**config.mk**
```make
export PLATFORM = sky130hd
export DESIGN_NAME = tick_debounce_ctrl
export DESIGN_NICKNAME = d
export VERILOG_FILES = /design/src/rtl/tick_debounce_pkg.sv /design/src/rtl/btn_debounce_fsm.sv /design/src/rtl/tick_debounce_ctrl.sv
export SDC_FILE = /design/constraint.sdc
export NUM_CORES = 1
export LEC_CHECK = 0
export ABC_AREA = 0
export BUFFER_PORTS_ARGS = -buffer_cell sky130_fd_sc_hd__buf_2
export CAP_MARGIN = 25
export CORE_ASPECT_RATIO = 1.2
export CORE_UTILIZATION = 35
export DETAILED_ROUTE_END_ITERATION = 10
export HOLD_SLACK_MARGIN = 0.08
export PLACE_DENSITY_LB_ADDON = 0.05
export RECOVER_POWER = 50
export SETUP_SLACK_MARGIN = 0.05
export SYNTH_ARGS = -nofsm -noshare
export SYNTH_HDL_FRONTEND = slang
export SYNTH_SLANG_ARGS = --single-unit
```
**constraint.sdc**
```tcl
create_clock -name CLKnexys -period 2.5 [get_ports CLKnexys]
set_input_delay 0.125 -clock CLKnexys [delete_from_list [all_inputs] [get_ports CLKnexys]]
set_output_delay 0.125 -clock CLKnexys [all_outputs]
set_load 0.05 [all_outputs]
```
**src/rtl/tick_debounce_pkg.sv**
```systemverilog
// Shared types and helpers for the tick/debounce controller.
// Repeat timing constants are only consumed when AUTOREPEAT_EN is defined.
package tick_debounce_pkg;

   // Per-button debounce state
   typedef enum logic [1:0] {
      RELEASED     = 2'd0,
      PRESS_WAIT   = 2'd1,
      PRESSED      = 2'd2,
      RELEASE_WAIT = 2'd3
   } btn_state_e;

   // Autorepeat: first repeat after REPEAT_DELAY slow ticks, then every REPEAT_RATE
   localparam int unsigned REPEAT_DELAY = 8;
   localparam int unsigned REPEAT_RATE  = 2;

   // Bits needed to hold the value max_val (minimum 1)
   function automatic int unsigned cnt_width(input int unsigned max_val);
      int unsigned w;
      w = 1;
      for (int unsigned i = 1; i < 32; i++) begin
         if ((max_val >> i) != 0) begin
            w = i + 1;
         end
      end
      return w;
   endfunction

endpackage

```
**src/rtl/btn_debounce_fsm.sv**
```systemverilog
// Single-button debounce FSM with press/release pulses and a registered level.
// With AUTOREPEAT_EN defined, a held button also emits repeat press pulses.
module btn_debounce_fsm
   import tick_debounce_pkg::*;
#(
   parameter int unsigned DEB_TICKS = 4
) (
   input  logic clk,
   input  logic reset,
   input  logic tick,
   input  logic sample,
`ifdef AUTOREPEAT_EN
   input  logic tick_slow,
`endif
   output logic level,
   output logic press_pulse,
   output logic release_pulse
);

   localparam int unsigned CNT_W = cnt_width(DEB_TICKS);

   btn_state_e       state_q, state_d;
   logic [CNT_W-1:0] cnt_q, cnt_d;
   logic [CNT_W-1:0] cnt_inc;
   logic             level_q, level_d;
   logic             press_q, press_d;
   logic             release_q, release_d;
   logic             entering_pressed;

`ifdef AUTOREPEAT_EN
   localparam int unsigned REP_MAX = (REPEAT_DELAY > REPEAT_RATE) ? REPEAT_DELAY : REPEAT_RATE;
   localparam int unsigned REP_W   = cnt_width(REP_MAX);

   logic [REP_W-1:0] rep_cnt_q, rep_cnt_d;
   logic [REP_W-1:0] rep_inc;
   logic [REP_W-1:0] rep_target;
   logic             rep_armed_q, rep_armed_d;
   logic             rep_fire;
`endif

   // State and output registers
   always_ff @(posedge clk) begin
      if (reset) begin
         state_q   <= RELEASED;
         cnt_q     <= '0;
         level_q   <= 1'b0;
         press_q   <= 1'b0;
         release_q <= 1'b0;
`ifdef AUTOREPEAT_EN
         rep_cnt_q   <= '0;
         rep_armed_q <= 1'b0;
`endif
      end else begin
         state_q   <= state_d;
         cnt_q     <= cnt_d;
         level_q   <= level_d;
         press_q   <= press_d;
         release_q <= release_d;
`ifdef AUTOREPEAT_EN
         rep_cnt_q   <= rep_cnt_d;
         rep_armed_q <= rep_armed_d;
`endif
      end
   end

   // Next state and next outputs; state only moves on fast ticks
   always_comb begin
      state_d   = state_q;
      cnt_d     = cnt_q;
      cnt_inc   = cnt_q + CNT_W'(1);
      level_d   = 1'b0;
      press_d   = 1'b0;
      release_d = 1'b0;

      if (tick) begin
         case (state_q)
            RELEASED: begin
               if (sample) begin
                  state_d = PRESS_WAIT;
                  cnt_d   = CNT_W'(1);
               end
            end
            PRESS_WAIT: begin
               if (!sample) begin
                  state_d = RELEASED;
                  cnt_d   = '0;
               end else if (cnt_inc == CNT_W'(DEB_TICKS)) begin
                  state_d = PRESSED;
                  cnt_d   = '0;
               end else begin
                  cnt_d = cnt_inc;
               end
            end
            PRESSED: begin
               if (!sample) begin
                  state_d = RELEASE_WAIT;
                  cnt_d   = CNT_W'(1);
               end
            end
            RELEASE_WAIT: begin
               if (sample) begin
                  state_d = PRESSED;
                  cnt_d   = '0;
               end else if (cnt_inc == CNT_W'(DEB_TICKS)) begin
                  state_d = RELEASED;
                  cnt_d   = '0;
               end else begin
                  cnt_d = cnt_inc;
               end
            end
            default: begin
               state_d = RELEASED;
               cnt_d   = '0;
            end
         endcase
      end

      entering_pressed = (state_q == PRESS_WAIT) && (state_d == PRESSED);
      level_d          = (state_d == PRESSED) || (state_d == RELEASE_WAIT);
      release_d        = (state_q == RELEASE_WAIT) && (state_d == RELEASED);
      press_d          = entering_pressed;

`ifdef AUTOREPEAT_EN
      // Slow ticks count only while the button stays solidly pressed
      rep_cnt_d   = rep_cnt_q;
      rep_armed_d = rep_armed_q;
      rep_inc     = rep_cnt_q + REP_W'(1);
      rep_target  = rep_armed_q ? REP_W'(REPEAT_RATE) : REP_W'(REPEAT_DELAY);
      rep_fire    = 1'b0;
      if (entering_pressed) begin
         rep_cnt_d   = '0;
         rep_armed_d = 1'b0;
      end else if (tick_slow && (state_q == PRESSED) && (state_d == PRESSED)) begin
         if (rep_inc == rep_target) begin
            rep_fire    = 1'b1;
            rep_cnt_d   = '0;
            rep_armed_d = 1'b1;
         end else begin
            rep_cnt_d = rep_inc;
         end
      end
      press_d = entering_pressed || rep_fire;
`endif
   end

   assign level         = level_q;
   assign press_pulse   = press_q;
   assign release_pulse = release_q;

endmodule

```
**src/rtl/tick_debounce_ctrl.sv**
```systemverilog
// Fast/slow tick generation, 2-flop button synchronizers and a debounce FSM per button.
// Define AUTOREPEAT_EN to enable held-button repeat presses.
module tick_debounce_ctrl
   import tick_debounce_pkg::*;
#(
   parameter int unsigned CLK_HZ    = 100_000_000,
   parameter int unsigned TICK_HZ   = 1200,
   parameter int unsigned SLOW_DIV  = 80,
   parameter int unsigned N_BTN     = 4,
   parameter int unsigned DEB_TICKS = 4
) (
   input  logic             CLKnexys,
   input  logic             reset,
   input  logic [N_BTN-1:0] btn_in,
   output logic             tick_1200,
   output logic             tick_15,
   output logic [N_BTN-1:0] btn_level,
   output logic [N_BTN-1:0] btn_press,
   output logic [N_BTN-1:0] btn_release
);

   localparam int unsigned DIV    = CLK_HZ / TICK_HZ;
   localparam int unsigned DIV_W  = cnt_width(DIV - 1);
   localparam int unsigned SLOW_W = cnt_width(SLOW_DIV - 1);

   logic [DIV_W-1:0]  fast_cnt_q, fast_cnt_d;
   logic [SLOW_W-1:0] slow_cnt_q, slow_cnt_d;
   logic              tick_q, tick_d;
   logic              tick15_q, tick15_d;
   logic [N_BTN-1:0]  sync1_q, sync1_d;
   logic [N_BTN-1:0]  sync2_q, sync2_d;

   // Counter, tick and synchronizer registers
   always_ff @(posedge CLKnexys) begin
      if (reset) begin
         fast_cnt_q <= '0;
         slow_cnt_q <= '0;
         tick_q     <= 1'b0;
         tick15_q   <= 1'b0;
         sync1_q    <= '0;
         sync2_q    <= '0;
      end else begin
         fast_cnt_q <= fast_cnt_d;
         slow_cnt_q <= slow_cnt_d;
         tick_q     <= tick_d;
         tick15_q   <= tick15_d;
         sync1_q    <= sync1_d;
         sync2_q    <= sync2_d;
      end
   end

   // Ticks are decoded from the next counter values so they land in the DIV-1 cycle
   always_comb begin
      fast_cnt_d = fast_cnt_q + DIV_W'(1);
      if (fast_cnt_q == DIV_W'(DIV - 1)) begin
         fast_cnt_d = '0;
      end
      tick_d = (fast_cnt_d == DIV_W'(DIV - 1));

      slow_cnt_d = slow_cnt_q;
      if (tick_q) begin
         if (slow_cnt_q == SLOW_W'(SLOW_DIV - 1)) begin
            slow_cnt_d = '0;
         end else begin
            slow_cnt_d = slow_cnt_q + SLOW_W'(1);
         end
      end
      tick15_d = tick_d && (slow_cnt_d == SLOW_W'(SLOW_DIV - 1));

      sync1_d = btn_in;
      sync2_d = sync1_q;
   end

   assign tick_1200 = tick_q;
   assign tick_15   = tick15_q;

   // One independent debounce FSM per button, fed only from the synchronizer
   for (genvar i = 0; i < int'(N_BTN); i++) begin : g_btn
      btn_debounce_fsm #(
         .DEB_TICKS (DEB_TICKS)
      ) u_fsm (
         .clk           (CLKnexys),
         .reset         (reset),
         .tick          (tick_q),
         .sample        (sync2_q[i]),
`ifdef AUTOREPEAT_EN
         .tick_slow     (tick15_q),
`endif
         .level         (btn_level[i]),
         .press_pulse   (btn_press[i]),
         .release_pulse (btn_release[i])
      );
   end

endmodule

```
Yosys cells after proc, flatten, opt, wreduce, memory -nomap -nowiden:

Index checks and enable logic that the tools add are counted.

* register bits after elaboration: 66
* word-level logic and storage cells: 152
* input bits: 6

* multiplexer cells: 59
* reductions and logical operators: 25
* equality and inequality tests: 36
* add/subtract/negate cells: 6

Operator list (count)
* $mux W3: 20
* $mux W2: 28
* $pmux W3 S4: 4
* $eq A17 B17 Y1 const B: 2
* $eq A2 B2 Y1 const B: 16
* $pmux W2 S4: 4
* $add A17 B1 Y17 const B: 1
* $mux W17: 1
* $logic_not A2 Y1: 8
* $ne A2 B2 Y1 const B: 8
* $eq A7 B7 Y1 const B: 2
* $mux W7: 2
* $add A3 B1 Y3 const B: 4
* $eq A3 B3 Y1 const B: 4
* $reduce_and A3 Y1: 4
* $logic_and A1 B1 Y1: 9
* $eq A2 B1 Y1 const B: 4
* $add A7 B1 Y7 const B: 1
* $logic_or A1 B1 Y1: 4

Longest topological paths before layout:

* word-level depth: 8
* gate-level depth with buffers: 7
* depth with buffers taken out: 7

Modules after synthesis:

A second synthesis with hierarchy kept.

* cells, all modules: 330
* area total of the unflattened synthesis: 3066.7 sq um

Modules (own cells, without submodules)
* tick_debounce_ctrl: cells an instance 170, instances 1, area each 1560.2 sq um
* btn_debounce_fsm: cells an instance 40, instances 4, area each 376.6 sq um

Worst setup path before layout:

OpenSTA, ideal clock, no wires.

* path type: register -> register
* from: reg fast_cnt_q[1]
* to: reg tick_q, in the netlist tick_1200
* clock period less this slack: 2.030 ns
* arrival time: 1.916 ns
* stages on the path, launching flop included: 7
* path buffers: 0
* setup slack: 0.470 ns
* data required time: 2.386 ns
* path through: dfxtp_1 -> ha_1 -> nand2_1 -> or4_4 -> nor4b_2 -> o311ai_1 -> a2111oi_0

* cells in the longest elaborated chain, start to end: 3
* elaborated cells between the ends (all ways): 4

Ends and longest elaborated chain
* from (decl): RTL line tick_debounce_ctrl.sv:26 `logic [DIV_W-1:0] fast_cnt_q, fast_cnt_d;`
* from (signal assigned): RTL line tick_debounce_ctrl.sv:43 `fast_cnt_q <= fast_cnt_d;`
* $add A17 B1 Y17 / $eq A17 B17 Y1 (equally long branches): RTL line tick_debounce_ctrl.sv:54, tick_debounce_ctrl.sv:55
* $mux W17 *: RTL line tick_debounce_ctrl.sv:55 `if (fast_cnt_q == DIV_W'(DIV - 1)) begin`
* $eq A17 B17 Y1 *: RTL line tick_debounce_ctrl.sv:58 `tick_d = (fast_cnt_d == DIV_W'(DIV - 1));`
* to (signal assigned): RTL line tick_debounce_ctrl.sv:45 `tick_q <= tick_d;`
* to (decl): RTL line tick_debounce_ctrl.sv:28 `logic tick_q, tick_d;`

Mark *: on every way between the ends. The rest lies on a longest branch, timed or not.
A chain may end at the register's enable or synchronous reset.

Worst setup path in the final report:

* from: reg fast_cnt_q[8]
* to: reg tick15_q, in the netlist tick_15

* cells in the longest elaborated chain, start to end: 4
* elaborated cells between the ends (all ways): 5

Ends and longest elaborated chain
* $add A17 B1 Y17 / $eq A17 B17 Y1 (equally long branches): RTL line tick_debounce_ctrl.sv:54, tick_debounce_ctrl.sv:55
* $mux W17 *: RTL line tick_debounce_ctrl.sv:55
* $eq A17 B17 Y1 *: RTL line tick_debounce_ctrl.sv:58
* $logic_and A1 B1 Y1 *: RTL line tick_debounce_ctrl.sv:68 `tick15_d = tick_d && (slow_cnt_d == SLOW_W'(SLOW_DIV - 1));`
* to (signal assigned): RTL line tick_debounce_ctrl.sv:46 `tick15_q <= tick15_d;`
* to (decl): RTL line tick_debounce_ctrl.sv:29 `logic tick15_q, tick15_d;`

Marks and branches as above.

==> qor.yml <==
run_status:
  status: "finished, final reports clean"
floorplanning:
  die_w_um: 87.6
  core-area_um2: 8560
  start_util: 0.360
  io-pin-count: 20
  dieArea_um2: 9180
  fp.dieH_um: 105
  fp-row-count: 37
grt:
  track_usage: 0.155
  grt_pass1_wl_mm: 11.0
  grt_pass1_vias: 2344
  antenna_found_initial: 0
  grt_max_degree: 40
  grt.overflow.total: 0
synth:
  syn_nets: 368
  syn_avg_cell_area_um2: 8.78
  ys_seq_elements: 66
  netlist_area_um2: 3080
  ys.flop_type: "dfxtp_1"
  synth.distinct_cells: 49
  syn_inst: 351
  yosys_warnings: 0
  seq_area_frac_synth: 0.429
  synth-async-reset-ratio: 0
  synth-edff-count: 0
clock_tree:
  clk_pin_slew_ns: 0.07
  clk_latency_ns: 0.34
  cts_tree: "yes"
  clock_path_buffers: 2
  numCtsBuffers: 9
  cts-root-buf: "clkbuf_8"
  h-tree-depth: 3
  cts.sinks: 66
  cts_setup_buffers: 0
place:
  gp_congestion: 0.760
  hpwl_mm: 4.32
  portBuffers: 19
  postPlaceCellArea_um2: 3220
sta:
  post-route-period-util: 0.886
  fin_worst_skew_ns: 0.00528
  finalSetupViolations: 0
  slew_headroom: 0.383
  fmax_mhz: 451
  setup_tns_ns: 0
  layout_min_cycle_time_ns: 2.22
  rsz0062_at_grt: "no"
  worstMarginPinSlew_ns: 0.926
  hold_viol: 0
  slew_viol_final: 0
power_and_ir_drop:
  vdd.ir_drop.worst_mv: 0.178
  swShare: 0.216
  p_leak_nw: 1.20
  clkPwrFrac: 0.445
  power_mw: 2.04
  combPwrFrac: 0.030
  p_int_mw: 1.60
  p_seq_frac: 0.525
  p_sw_mw: 0.441
  powerDensity_nw_per_um2: 592
critical_path:
  worstSetupEndpointType: "flop"
  critPathRequiredTime_ns: 2.71
  path_max_fanout: 6
  slowest_stage: "or4bb_1"
  critical_path_arrival_ns: 2.43
  cpPeakStageDelay_ns: 0.55
  path_cells: "or4bb_1, nor4_1, o21ai_0, a2111oi_0"
  path_delay_family: "simple AND/OR/NAND/NOR gates"
  worstSetupPathType: "flop to flop"
  startpoint_type: "flop"
  path_buf_inv: 0
final_layout:
  fin_util: 0.402
  final-seq-area_um2: 1320
  area_growth_pct: 11.9
  antennaDiodeCount: 0
  multiInputGateArea_um2: 1580
  nets: 382
  mostFrequentLayoutCell: "dfxtp_1"
  fill_cells: 868
  final_cell_mix: "66 x dfxtp_1, 31 x nand2_1, 31 x nor2_1"
  layout-drive-gt1-share: 0.0865
  final_cell_area_um2: 3450
drt:
  ant_nets: 0
  vias: 2444
  drt_iter0_markers: 63
  wirelength_mm: 6.42
  vias_per_cell: 5.02
  wl_per_cell_um: 13.2
  remaining_drc_errors: 0
  dr.pass1.iters: 4
worst_hold_path:
  hold_path_class: "input port to flop"
flow_run:
  maxCapViolations: 0
==> power by group through the flow <==
| stage | logic (mW) | registers, mW | clock network (mW) |
|---|---|---|---|
| floorplan | 0.0379 | 1.09 | 0 |
| global placement | 0.0587 | 1.10 | 0 |
| detailed placement | 0.0578 | 1.10 | 0 |
| CTS | 0.0629 | 1.07 | 0.945 |
| global route | 0.0687 | 1.07 | 0.989 |
| finish | 0.0614 | 1.07 | 0.909 |
==> what timing repair did <==
item / CTS / global route
endpoints found under the setup margin: 0 / 2
hold buffers: 4 / 0
endpoints found under the hold margin: 4 / 0
gates resized for setup: 0 / 2
==> worst reg2reg max path, delay by kind of cell (launching register included) <==
kind,cells,cell delay [ns]
AOI/OAI and AO/OA,2,0.63
and+or+nand+nor,2,1.01
DFF,1,0.45
==> path summary, 6_finish.rpt <==
check | endpoint | start | slack (ns) | depth (start not counted)
max reg2reg | tick_15$_SDFF_PP0_ | fast_cnt_q[8]$_SDFF_PP0_ | 0.28 | 4
min | fast_cnt_q[2]$_SDFF_PP0_ | reset | 0.25 | 4
max | tick_15$_SDFF_PP0_ | fast_cnt_q[8]$_SDFF_PP0_ | 0.28 | 4
min reg2reg | sync2_q[2]$_SDFF_PP0_ | sync1_q[2]$_SDFF_PP0_ | 0.44 | 1
==> cell families after synthesis <==
group,synth area share
AO/OA/AOI/OAI,0.121
XOR/XNOR,0.0682
adder cells (fa/ha/maj),0.0447
buffers and inverters,0.0613
flip-flops,0.429
multiplexers,0.0171
AND/OR/NAND/NOR,0.258
==> per-layer routing <==
layer | track usage | wire [um] | vias up
met5 | 0 | 0 | -
met2 | 0.248 | 3000 | 28
met4 | 0.0948 | 204 | 0
li1 | - | - | 1264
met1 | 0.186 | 3070 | 1136
met3 | 0.0355 | 143 | 16
==> layout make-up <==
class                   instances  share of cell area
clock buffers                  14              0.0472
clock inverters                 2              0.0102
inverters                      10              0.0109
multi-input cells             248               0.458
flip-flops and latches         66               0.383
well taps                     117              0.0425
repair buffers                 30              0.0483
==> through the flow <==
step | setup WS (ns) | hold WS [ns] | cells
final | 0.284 | 0.245 | 487
after detailed placement | 0.299 | 0.351 | 467
after global routing | 0.108 | 0.235 | 487
after floorplan | 0.470 | 0.253 | 351
after CTS | 0.267 | 0.230 | 487
after global placement | 0.385 | 0.338 | 467
==> flip-flops by register name, summed over array words and instances (netlist names) <==
signal and cells:
sync1_q 4, sync2_q 4, g_btn.u_fsm.release_pulse 4, g_btn.u_fsm.cnt_q 12, fast_cnt_q 17, slow_cnt_q 7, tick_1200 1, g_btn.u_fsm.level 4
g_btn.u_fsm.press_pulse 4, g_btn.u_fsm.state_q 8, tick_15 1
==> synth_stat cells, drive strengths merged, types with 7 or more instances <==
cell,count,share of area
dfxtp,66,0.43
nor3,7,0.011
nor2,31,0.038
inv,10,0.012
clkbuf,7,0.0085
nor2b,11,0.022
ha,11,0.045
o21ai,12,0.019
nand2,31,0.038
buf,20,0.041
nand3,20,0.034
a21oi,28,0.045
nand4,12,0.024
xnor2,9,0.026
nor4,9,0.018
xor2,15,0.043
No activity file was read; power rests on OpenSTA's default activity.
